`src/rtl/ex_mem_skid_stage.sv`:
```
// rtl/ex_mem_skid_stage.sv - EX->MEM pipeline stage with 2-entry skid buffer
// Optional stall counter port enabled by defining EX_MEM_STALL_CNT_EN.
module ex_mem_skid_stage #(
  parameter int DATA_W = 32,
  parameter int REG_W  = 5,
  parameter int CTRL_W = 5
) (
  input  logic              clk,
  input  logic              reset,
  input  logic              flush,
  input  logic              in_valid,
  output logic              in_ready,
  input  logic [CTRL_W-1:0] in_ctrl,
  input  logic [DATA_W-1:0] in_alu_result,
  input  logic [DATA_W-1:0] in_write_data,
  input  logic [REG_W-1:0]  in_write_reg,
  input  logic              in_zero,
  input  logic [DATA_W-1:0] in_branch_addr,
  output logic              out_valid,
  input  logic              out_ready,
  output logic [CTRL_W-1:0] out_ctrl,
  output logic [DATA_W-1:0] out_alu_result,
  output logic [DATA_W-1:0] out_write_data,
  output logic [REG_W-1:0]  out_write_reg,
  output logic              out_zero,
  output logic [DATA_W-1:0] out_branch_addr,
`ifdef EX_MEM_STALL_CNT_EN
  output logic [15:0]       stall_cnt,
`endif
  output logic              out_branch_taken
);

  localparam int PW = CTRL_W + 3 * DATA_W + REG_W + 1;

  typedef enum logic [1:0] {EMPTY, ONE, FULL} state_t;

  state_t          state, state_nxt;
  logic [PW-1:0]   main_q, skid_q, in_pay;
  logic            acc, drn;
  logic            load_main, load_skid, shift_skid;

  assign in_pay = {in_ctrl, in_alu_result, in_write_data, in_write_reg, in_zero, in_branch_addr};
  assign acc    = in_valid & in_ready;
  assign drn    = out_valid & out_ready;

  always_ff @(posedge clk or posedge reset) begin
    if (reset) state <= EMPTY;
    else       state <= state_nxt;
  end

  always_comb begin
    state_nxt = state;
    case (state)
      EMPTY:   if (acc) state_nxt = ONE;
      ONE:     if (drn && !acc) state_nxt = EMPTY;
               else if (acc && !drn) state_nxt = FULL;
      FULL:    if (drn) state_nxt = ONE;
      default: state_nxt = EMPTY;
    endcase
    if (flush) state_nxt = EMPTY;
  end

  // Ready and valid come from the registered state only, so no comb path crosses the stage.
  always_comb begin
    in_ready   = (state != FULL);
    out_valid  = (state != EMPTY);
    load_main  = 1'b0;
    load_skid  = 1'b0;
    shift_skid = 1'b0;
    case (state)
      EMPTY:   load_main = acc;
      ONE: begin
        load_main = acc & drn;
        load_skid = acc & ~drn;
      end
      FULL:    shift_skid = drn;
      default: ;
    endcase
  end

  // Flush only clears state; payload may keep stale data, masked by out_valid.
  always_ff @(posedge clk or posedge reset) begin
    if (reset) begin
      main_q <= '0;
      skid_q <= '0;
    end else begin
      if (load_main)       main_q <= in_pay;
      else if (shift_skid) main_q <= skid_q;
      if (load_skid)       skid_q <= in_pay;
    end
  end

  assign {out_ctrl, out_alu_result, out_write_data, out_write_reg, out_zero, out_branch_addr} = main_q;
  assign out_branch_taken = out_valid & out_ctrl[2] & out_zero;

`ifdef EX_MEM_STALL_CNT_EN
  always_ff @(posedge clk or posedge reset) begin
    if (reset)
      stall_cnt <= 16'h0;
    else if (out_valid && !out_ready && stall_cnt != 16'hFFFF)
      stall_cnt <= stall_cnt + 16'h1;
  end
`endif

endmodule

```
`config.mk`:
```
export PLATFORM = sky130hd
export DESIGN_NAME = ex_mem_skid_stage
export DESIGN_NICKNAME = d
export VERILOG_FILES = /design/src/rtl/ex_mem_skid_stage.sv
export SDC_FILE = /design/constraint.sdc
export NUM_CORES = 1
export LEC_CHECK = 0
export BUFFER_PORTS_ARGS = -buffer_cell sky130_fd_sc_hd__buf_4
export CORE_UTILIZATION = 55
export DETAILED_ROUTE_END_ITERATION = 10
export GPL_ROUTABILITY_DRIVEN = 0
export PLACE_DENSITY = 0.86
export SLEW_MARGIN = 20
export SYNTH_ARGS = -nofsm -noshare
export SYNTH_HDL_FRONTEND = slang
export SYNTH_SLANG_ARGS = --single-unit
```
`constraint.sdc`:
```
create_clock -name clk -period 15.5 [get_ports clk]
set_input_delay 3.1 -clock clk [delete_from_list [all_inputs] [get_ports clk]]
set_output_delay 3.1 -clock clk [all_outputs]
set_load 0.01 [all_outputs]
```
==> results of run 1 <==
[how the worst max path moves through the flow]
stage               cells past startpoint       from                      end
floorplan                               1      reset    main_q[0]$_DFFE_PP0P_
global placement                        5  out_ready   skid_q[12]$_DFFE_PP0P_
detailed placement                      5  out_ready   skid_q[11]$_DFFE_PP0P_
CTS                                     5  out_ready   skid_q[72]$_DFFE_PP0P_
global route                            5  out_ready  skid_q[106]$_DFFE_PP0P_
finish                                  5  out_ready   skid_q[19]$_DFFE_PP0P_
[cell type report]
type / instances / area (um2) / share of cell area (%)
Sequential cell: 216 / 5410 / 43.2
Multi-Input combinational cell: 552 / 4330 / 34.6
Timing Repair Buffer: 230 / 1730 / 13.8
Clock buffer: 35 / 701 / 5.60
Tap cell: 229 / 287 / 2.29
Clock inverter: 4 / 52.6 / 0.420
Inverter: 1 / 11.3 / 0.0899
[cells in the mapped netlist]
master	n
dfrtp_1	216
nand3_1	107
a211oi_1	106
o21ai_0	105
mux2_2	77
clkbuf_1	67
a31oi_1	55
a31oi_2	50
mux2_4	30
buf_2	15
buf_4	11
buf_6	7
buf_12	3
nand2_1	3
nand2b_1	3
a21oi_1	2
buf_1	2
mux2i_1	2
o21ai_1	2
a21o_1	1
and2b_1	1
and3_1	1
and3b_1	1
buf_8	1
inv_1	1
nor2_1	1
nor2_8	1
nor2b_1	1
o21ba_2	1
or2_2	1
or3b_2	1
[registers in the layout, summed over array words and instances, names as in the netlist]
signal  count
skid_q    107
state       2
main_q    107
[per-stage QoR]
stage | hold WS, ns | utilization [%] | std cells | worst slack (ns) | area, um2
final | 0.503 | 69.0 | 1267 | 9.59 | 12500
after global routing | 0.507 | 69.0 | 1267 | 9.54 | 12500
after CTS | 0.503 | 69.0 | 1267 | 9.73 | 12500
after detailed placement | 0.486 | 64.8 | 1228 | 9.20 | 11800
after global placement | 0.482 | 64.8 | 1228 | 9.19 | 11800
after floorplan | 0.474 | - | 875 | 6.49 | 10300
[cells by family (layout without fill, tap and decap cells)]
logic type | after synthesis | after routing | share of synthesized area, %
AND/OR/NAND/NOR | 121 | 121 | 6.16
multiplexers | 109 | 109 | 13.0
flip-flops | 216 | 216 | 52.6
buffers and inverters | 107 | 270 | 5.59
AO/OA/AOI/OAI | 322 | 322 | 22.7
[worst max-delay path, cell delays in order]
cell and delay (ns):
buf_4 0.13, nand2b_4 0.60, nor2_8 1.04, buf_4 0.80, mux2_2 0.42
[cell usage in the layout (no fill, tap or decap), types with 2 or more instances in the layout]
master	count
a31oi_2	50
mux2_4	30
nand2b_4	2
nand3_1	107
mux2i_1	2
clkbuf_1	4
nand2_1	3
a211oi_1	106
clkbuf_16	23
mux2_2	77
a21oi_1	2
a31oi_1	55
buf_4	229
clkbuf_8	8
dfrtp_1	216
o21ai_1	2
o21ai_0	105
[power by group through the flow]
stage	Clock, mW	Combinational [mW]	Sequential, mW
floorplan	0	0.242	0.787
finish	0.546	0.419	0.777
CTS	0.555	0.420	0.775
detailed placement	0	0.418	0.782
global route	0.576	0.453	0.790
global placement	0	0.401	0.775
[per-layer routing]
layer	vias to the layer above	GRT usage [%]
met5	-	0
met1	4023	35.7
met4	0	10.4
met3	56	5.73
li1	3622	-
met2	315	43.5
==> results, run 1 <==
- Synthesis produced a netlist whose cell count is 875.
- The share of cells above drive strength 1 is 41.7%.
- The starting density of the core is 56.6%.
- For the pin with the worst max-slew slack, the measured transition is 1.09 ns.
- The number of remaining DRC errors is 15.
- The synthesized design contains 216 register bits.
- Across the run, the number of max-cap violations was 0.
- In this run the number of H-tree levels came out at 1.
- The arrival time reported for the critical path endpoint is 6.30 ns.
- The clock-pin slew reported for the worst setup and hold paths after clock tree synthesis is 0.06 ns.
- The CTS tree is yes.
- The number of instances on the worst hold path is 1.
- The area of the core region is 18100 um2.
- The detailed-route wire length per cell is 20.8 um.
- The number of buffers inserted to repair setup after CTS is 0.
- The startpoint class of the critical path is a primary input.
- The most area-hungry cell type in the Yosys netlist is dfrtp_1.
- In this run the critical register-to-register path is captured at skid_q[19]$_DFFE_PP0P_.
- The number of max-slew violations in the final report is 0.
- The internal power of the cells is 1.25 mW.
- The first global-routing pass estimated 42.3 mm of wire.
- The number of nets in the layout is 1136.
- The critical path class is primary input to register.
- The number of nets produced by synthesis is 987.
- The detailed router put a total of 10.8 mm of wire on met1.
- The final count of negative-setup-slack endpoints is 0.
- The count of input and output buffers is 221.
- The net switching fraction of the power is 28.4%.
- The cell area after technology mapping is 10300 um2.
- The accumulated negative setup slack is 0 ns.
- Global routing finished with a remaining overflow of 0.
- The worst clock skew on the final layout is 0.0173 ns.
- The clock group share of total power is 31.4%.
- The proportion of power drawn by combinational gates is 24.0%.
- Measured in cells, the most critical reg-to-reg path has a length of 4.
- After filler insertion, the fill cell instance count of the layout stands at 1306.
- The total CTS buffers is 23.
- Counting I/O delays and the setup requirement, the final critical path takes 5.91 ns.
- IR analysis of the VDD net gives a maximum drop of 91.6 uV.
- Wire segments on met2 add up to 12.8 mm in the final route.
- The Yosys step of the flow raised 0 warnings.
- Detailed routing inserted a total of 8016 vias.
- Before antenna repair, the detailed router went through 8 iterations.
- The detailed placer's ending HPWL is 15.1 mm.
- In the post-synthesis netlist, the biggest area contributors are dfrtp_1 53%, mux2_2 8.4%, a211oi_1 7.7%.
- In this run the deepest clock path goes through 3 buffers.
- At the worst endpoint, the required time is 15.89 ns.
- The initialized floorplan defines 49 standard-cell rows.
- The via count of the first global-routing pass is 7998.
- In this run the vertical extent of the chip is 139 um.
- The startpoint of the lowest-slack register-to-register path is state[0]$_DFFE_PP0P_.
- The initial antenna violation count is 0.
- Of all nets on the critical path, the largest fanout is 95.
- The worst-skew pair later-pin latency is 0.50 ns.
- The total global-route track usage is 26.9%.
- The die is 139 um wide.
- After clock tree synthesis, the flow added hold-fix buffers numbering 0.
- The worst slew slack as a fraction of its limit is 27.2%.
- The sequential fraction of design power is 44.6%.
- STA classifies the critical path endpoint as a register.
- The post-synthesis sequential area ratio is 52.6%.
- The worst hold path terminates at skid_q[24]$_DFFE_PP0P_.
- The final reports fail on DRC.
- The initial DRC count is 652.
- The layout overhead on the synthesized area is 21.8%.
- The number of library cell types mapped by synthesis is 31.
- The total count of hold-check failures in the final report is 0.
- The start point of the worst min-delay path is skid_q[24]$_DFFE_PP0P_.
- The ratio of total power to cell area is 139 nW/um2.
- Of the available clock period, the critical path in the final layout requires 38.1%.
- The total wire length is 26.3 mm.
- The buffer cell driving the clock tree root is clkbuf_16.
- The number of top-level pins is 222.
- Entering global routing, the biggest net connects 140 pins.
- The reg2reg setup slack is 11.86 ns.
- The average via count per standard cell is 6.33.
- The flow ran to the end, but the final reports show violations.
- The number of gates resized after CTS was 0.
- 0 antenna diodes ended up in the layout.
- The switching component of the power is 0.494 mW.
- The antenna violation net count after detailed routing is 0.
- Setup repair after global routing left no endpoint under its margin.
- Routed signal wires occupy layers up through met4.
- The floorplan step defined a die boundary enclosing 19200 um2.
- Wire segments on met3 add up to 1.85 mm in the final route.
- The total power after layout is 1.74 mW.
- The average cell area after synthesis is 11.7 um2.
- The path type of the worst min-delay path is register to register.
- The leakage power of the design is 5.22 nW.
- In this run the biggest area consumer among cell types represents 52.6% of the synthesized area.
- The clock sink count is 216.
- The achievable frequency is 169 MHz.
Note: power is estimated with default switching activity, not from simulation.
==> inputs of run 2 (changes only) <==
- CORE_UTILIZATION: 55 -> 50
- PLACE_DENSITY: 0.86 -> 0.82
- clock period: 15.5 -> 5 ns (I/O delays scaled with it)
==> run 2 against run 1 <==
The flow now finishes without violations. Sequential power grew to 3.1 times the previous value. Register-to-register slack worse by 9.5 ns. Wire length fell by 0.73%. Critical endpoint is now out_branch_taken. Largest cell class unchanged.
==> results, run 2 (synthesized netlist as in run 1, its figures left out) <==
- The placement-stage worst setup slack is 1.78 ns (-7.42 ns).
- The number of buffers inserted by hold repair at cts is 0 (unchanged).
- The pin count of the biggest net entering global routing is 214 (+53%).
- The number of remaining DRC errors is 0 (-15).
- The switching component of the power is 1.52 mW (+210%).
- The detailed-routing iteration count for the pre-antenna-repair pass is 4 (-4).
- The largest stage delay on the critical path is 0.47 ns (-0.57 ns).
- The library cell used most frequently in the layout, excluding fill and tap cells, is buf_4.
- The leakage power of the design is 5.24 nW (+0.24%).
- The buffer cell driving the clock tree root is clkbuf_16.
- In the final layout, the registers with the most flip-flops are main_q (107), skid_q (107), state (2).
- The detailed-route wire length per cell is 19.9 um (-4.1%).
- The initial DRC count is 498 (-24%).
- The average via count per standard cell came to 6.10 (-3.6%).
- The via count of the first global-routing pass is 8062 (+0.80%).
- The maximum buffer depth of the clock tree was 3 (unchanged).
- The ratio of total power to cell area was 425 nW/um2 (+210%).
- The total CTS buffers is 23 (unchanged).
- The required time at the endpoint of the critical path was 4.00 ns (-11.89 ns).
- The cell with the largest stage delay on the worst path is dfrtp_1.
- The clock period minus worst slack is 2.67 ns.
- The worst slew slack as a fraction of its limit is 24.5% (-2.7 points).
- The total global-route track usage is 24.6% (-2.3 points).
- The clock-pin slew reported for the worst setup and hold paths after clock tree synthesis came to 0.06 ns (about the same).
- The path type of the worst min-delay path is register to register.
- The worst-case setup margin in the final layout is 2.33 ns (-7.26 ns).
- The peak ir drop on the vdd network was 357 uV (+290%).
- The number of max-slew violations in the final report is 0 (unchanged).
- In the finished design, the share of the clock period the worst path needs comes to 53.4%.
- The proportion of power drawn by combinational gates is 24.3% (+0.3 points).
- The share of cells above drive strength 1 is 41.7% (-0.064 points).
- The arrival time reported for the critical path endpoint was 1.67 ns (-4.63 ns).
- The vertical die dimension was 145 um (+4.8%).
- The first-pass GRT wire length is 42.7 mm (+1.0%).
- The antenna violation net count after detailed routing is 0 (unchanged).
- The sequential fraction of design power is 44.7% (about the same).
- For this run, the top clock speed supported by timing is 375 MHz.
- The internal power of the cells came to 3.84 mW (+210%).
- The count of input and output buffers is 221 (unchanged).
- Walking the worst path, the cells encountered are or2_2 -> and3_1 -> buf_4.
- The number of resized instances in the post-cts repair step was 0 (unchanged).
- The layout overhead on the synthesized area is 22.8%.
- The global-route met2 utilization is 38.6% (-4.9 points).
- The number of top-level pins is 222 (unchanged).
- The number of buffers inserted to repair setup after CTS is 0 (unchanged).
- The CTS tree is yes.
- The worst setup path is captured at a primary output.
- The total buffers and inverters traversed by the critical path is 1 (-1).
- Setup repair after global routing left no endpoint under its margin.
- The routing usage on met3 came to 6.87% (+1.1 points).
- In this run the most used layer during global routing was met2.
- The detailed placer's ending HPWL is 14.8 mm (-2.2%).
- The final count of negative-setup-slack endpoints is 0 (unchanged).
- The global-route met1 utilization was 32.9% (-2.7 points).
- The worst setup path is launched from a register.
- The initial antenna violation count is 0 (unchanged).
- The die footprint is 21100 um2 (+9.8%).
- The total via count after detailed routing is 8006 (-0.12%).
- The library cells used most frequently in the layout, excluding fill and tap cells, are 227 x buf_4, 216 x dfrtp_1, 107 x nand3_1.
- The accumulated negative setup slack is 0 ns (unchanged).
- The area of the core region is 20200 um2 (+11%).
- The total wire length is 26.1 mm (-0.73%).
- The global route total overflow is 0 (unchanged).
- The run finished with clean final reports.
- The clock sink count is 216 (unchanged).
- The worst-skew pair later-pin latency is 0.50 ns (about the same).
- The final hold slack is 0.500 ns (-0.00263 ns).
- The clock group share of total power is 31.0% (-0.4 points).
- The critical path in this run is classified as register to primary output.
- The utilization after layout is 62.6% (-6.4 points).
- The net switching fraction of the power came to 28.4% (+0.062 points).
- The horizontal die dimension was 145 um (+4.8%).
- The antenna diode count is 0 (unchanged).
- The actual transition at the worst max-transition pin is 1.13 ns (+0.0409 ns).
- The max-cap check violation count came to 0 (unchanged).
- The largest driver fanout on the critical path is 7 (-93%).
- The row count is 52 (+6.1%).
- The worst clock skew on the final layout is 0.0146 ns (-0.00266 ns).
- The H-tree depth was 1 (unchanged).
- The total count of hold-check failures in the final report came to 0 (unchanged).
- The number of nets in the layout is 1138 (+0.18%).
- The largest delay contributor family on the critical path is simple AND/OR/NAND/NOR gates.
- The starting density of the core is 51.0% (-5.7 points).
-- run 2: final cells by class --
class / instances / area [um2]
flip-flops and latches: 216 / 5410
inverters: 1 / 7.51
clock buffers: 35 / 671
well taps: 270 / 338
fillers: 1605 / 7550
repair buffers: 232 / 1800
clock inverters: 6 / 58.8
multi-input cells: 552 / 4330
-- run 2: metrics by stage --
stage	cells	instance area (um2)	total power, mW
after floorplan	875	10300	3.19
after global placement	1271	11900	3.66
after detailed placement	1271	11900	3.72
after CTS	1312	12600	5.39
after global routing	1312	12600	5.62
final	1312	12600	5.36
-- run 2: path summary, 6_finish.rpt --
check | slack [ns] | to | cells past startpoint | from
setup / recovery | 2.33 | out_branch_taken | 3 | state[1]$_DFFE_PP0P_
hold / removal | 0.50 | skid_q[29]$_DFFE_PP0P_ | 1 | skid_q[29]$_DFFE_PP0P_
setup reg to reg | 2.36 | main_q[53]$_DFFE_PP0P_ | 4 | state[0]$_DFFE_PP0P_
hold reg to reg | 0.50 | skid_q[29]$_DFFE_PP0P_ | 1 | skid_q[29]$_DFFE_PP0P_
max in group asynchronous | 3.40 | skid_q[58]$_DFFE_PP0P_ | 3 | reset
min in group asynchronous | 0.65 | main_q[21]$_DFFE_PP0P_ | 2 | reset
-- run 2: power groups by stage --
stage	combinational, mW	clock (mW)	sequential (mW)
floorplan	0.750	0	2.44
global placement	1.26	0	2.39
detailed placement	1.31	0	2.42
CTS	1.31	1.69	2.39
global route	1.42	1.76	2.44
finish	1.30	1.66	2.40
-- run 2: metal layers --
metal  wire [um]  vias up
met1       10900     4047
met5           0        -
met4         756        0
li1            -     3623
met2       12400      288
met3        2030       48
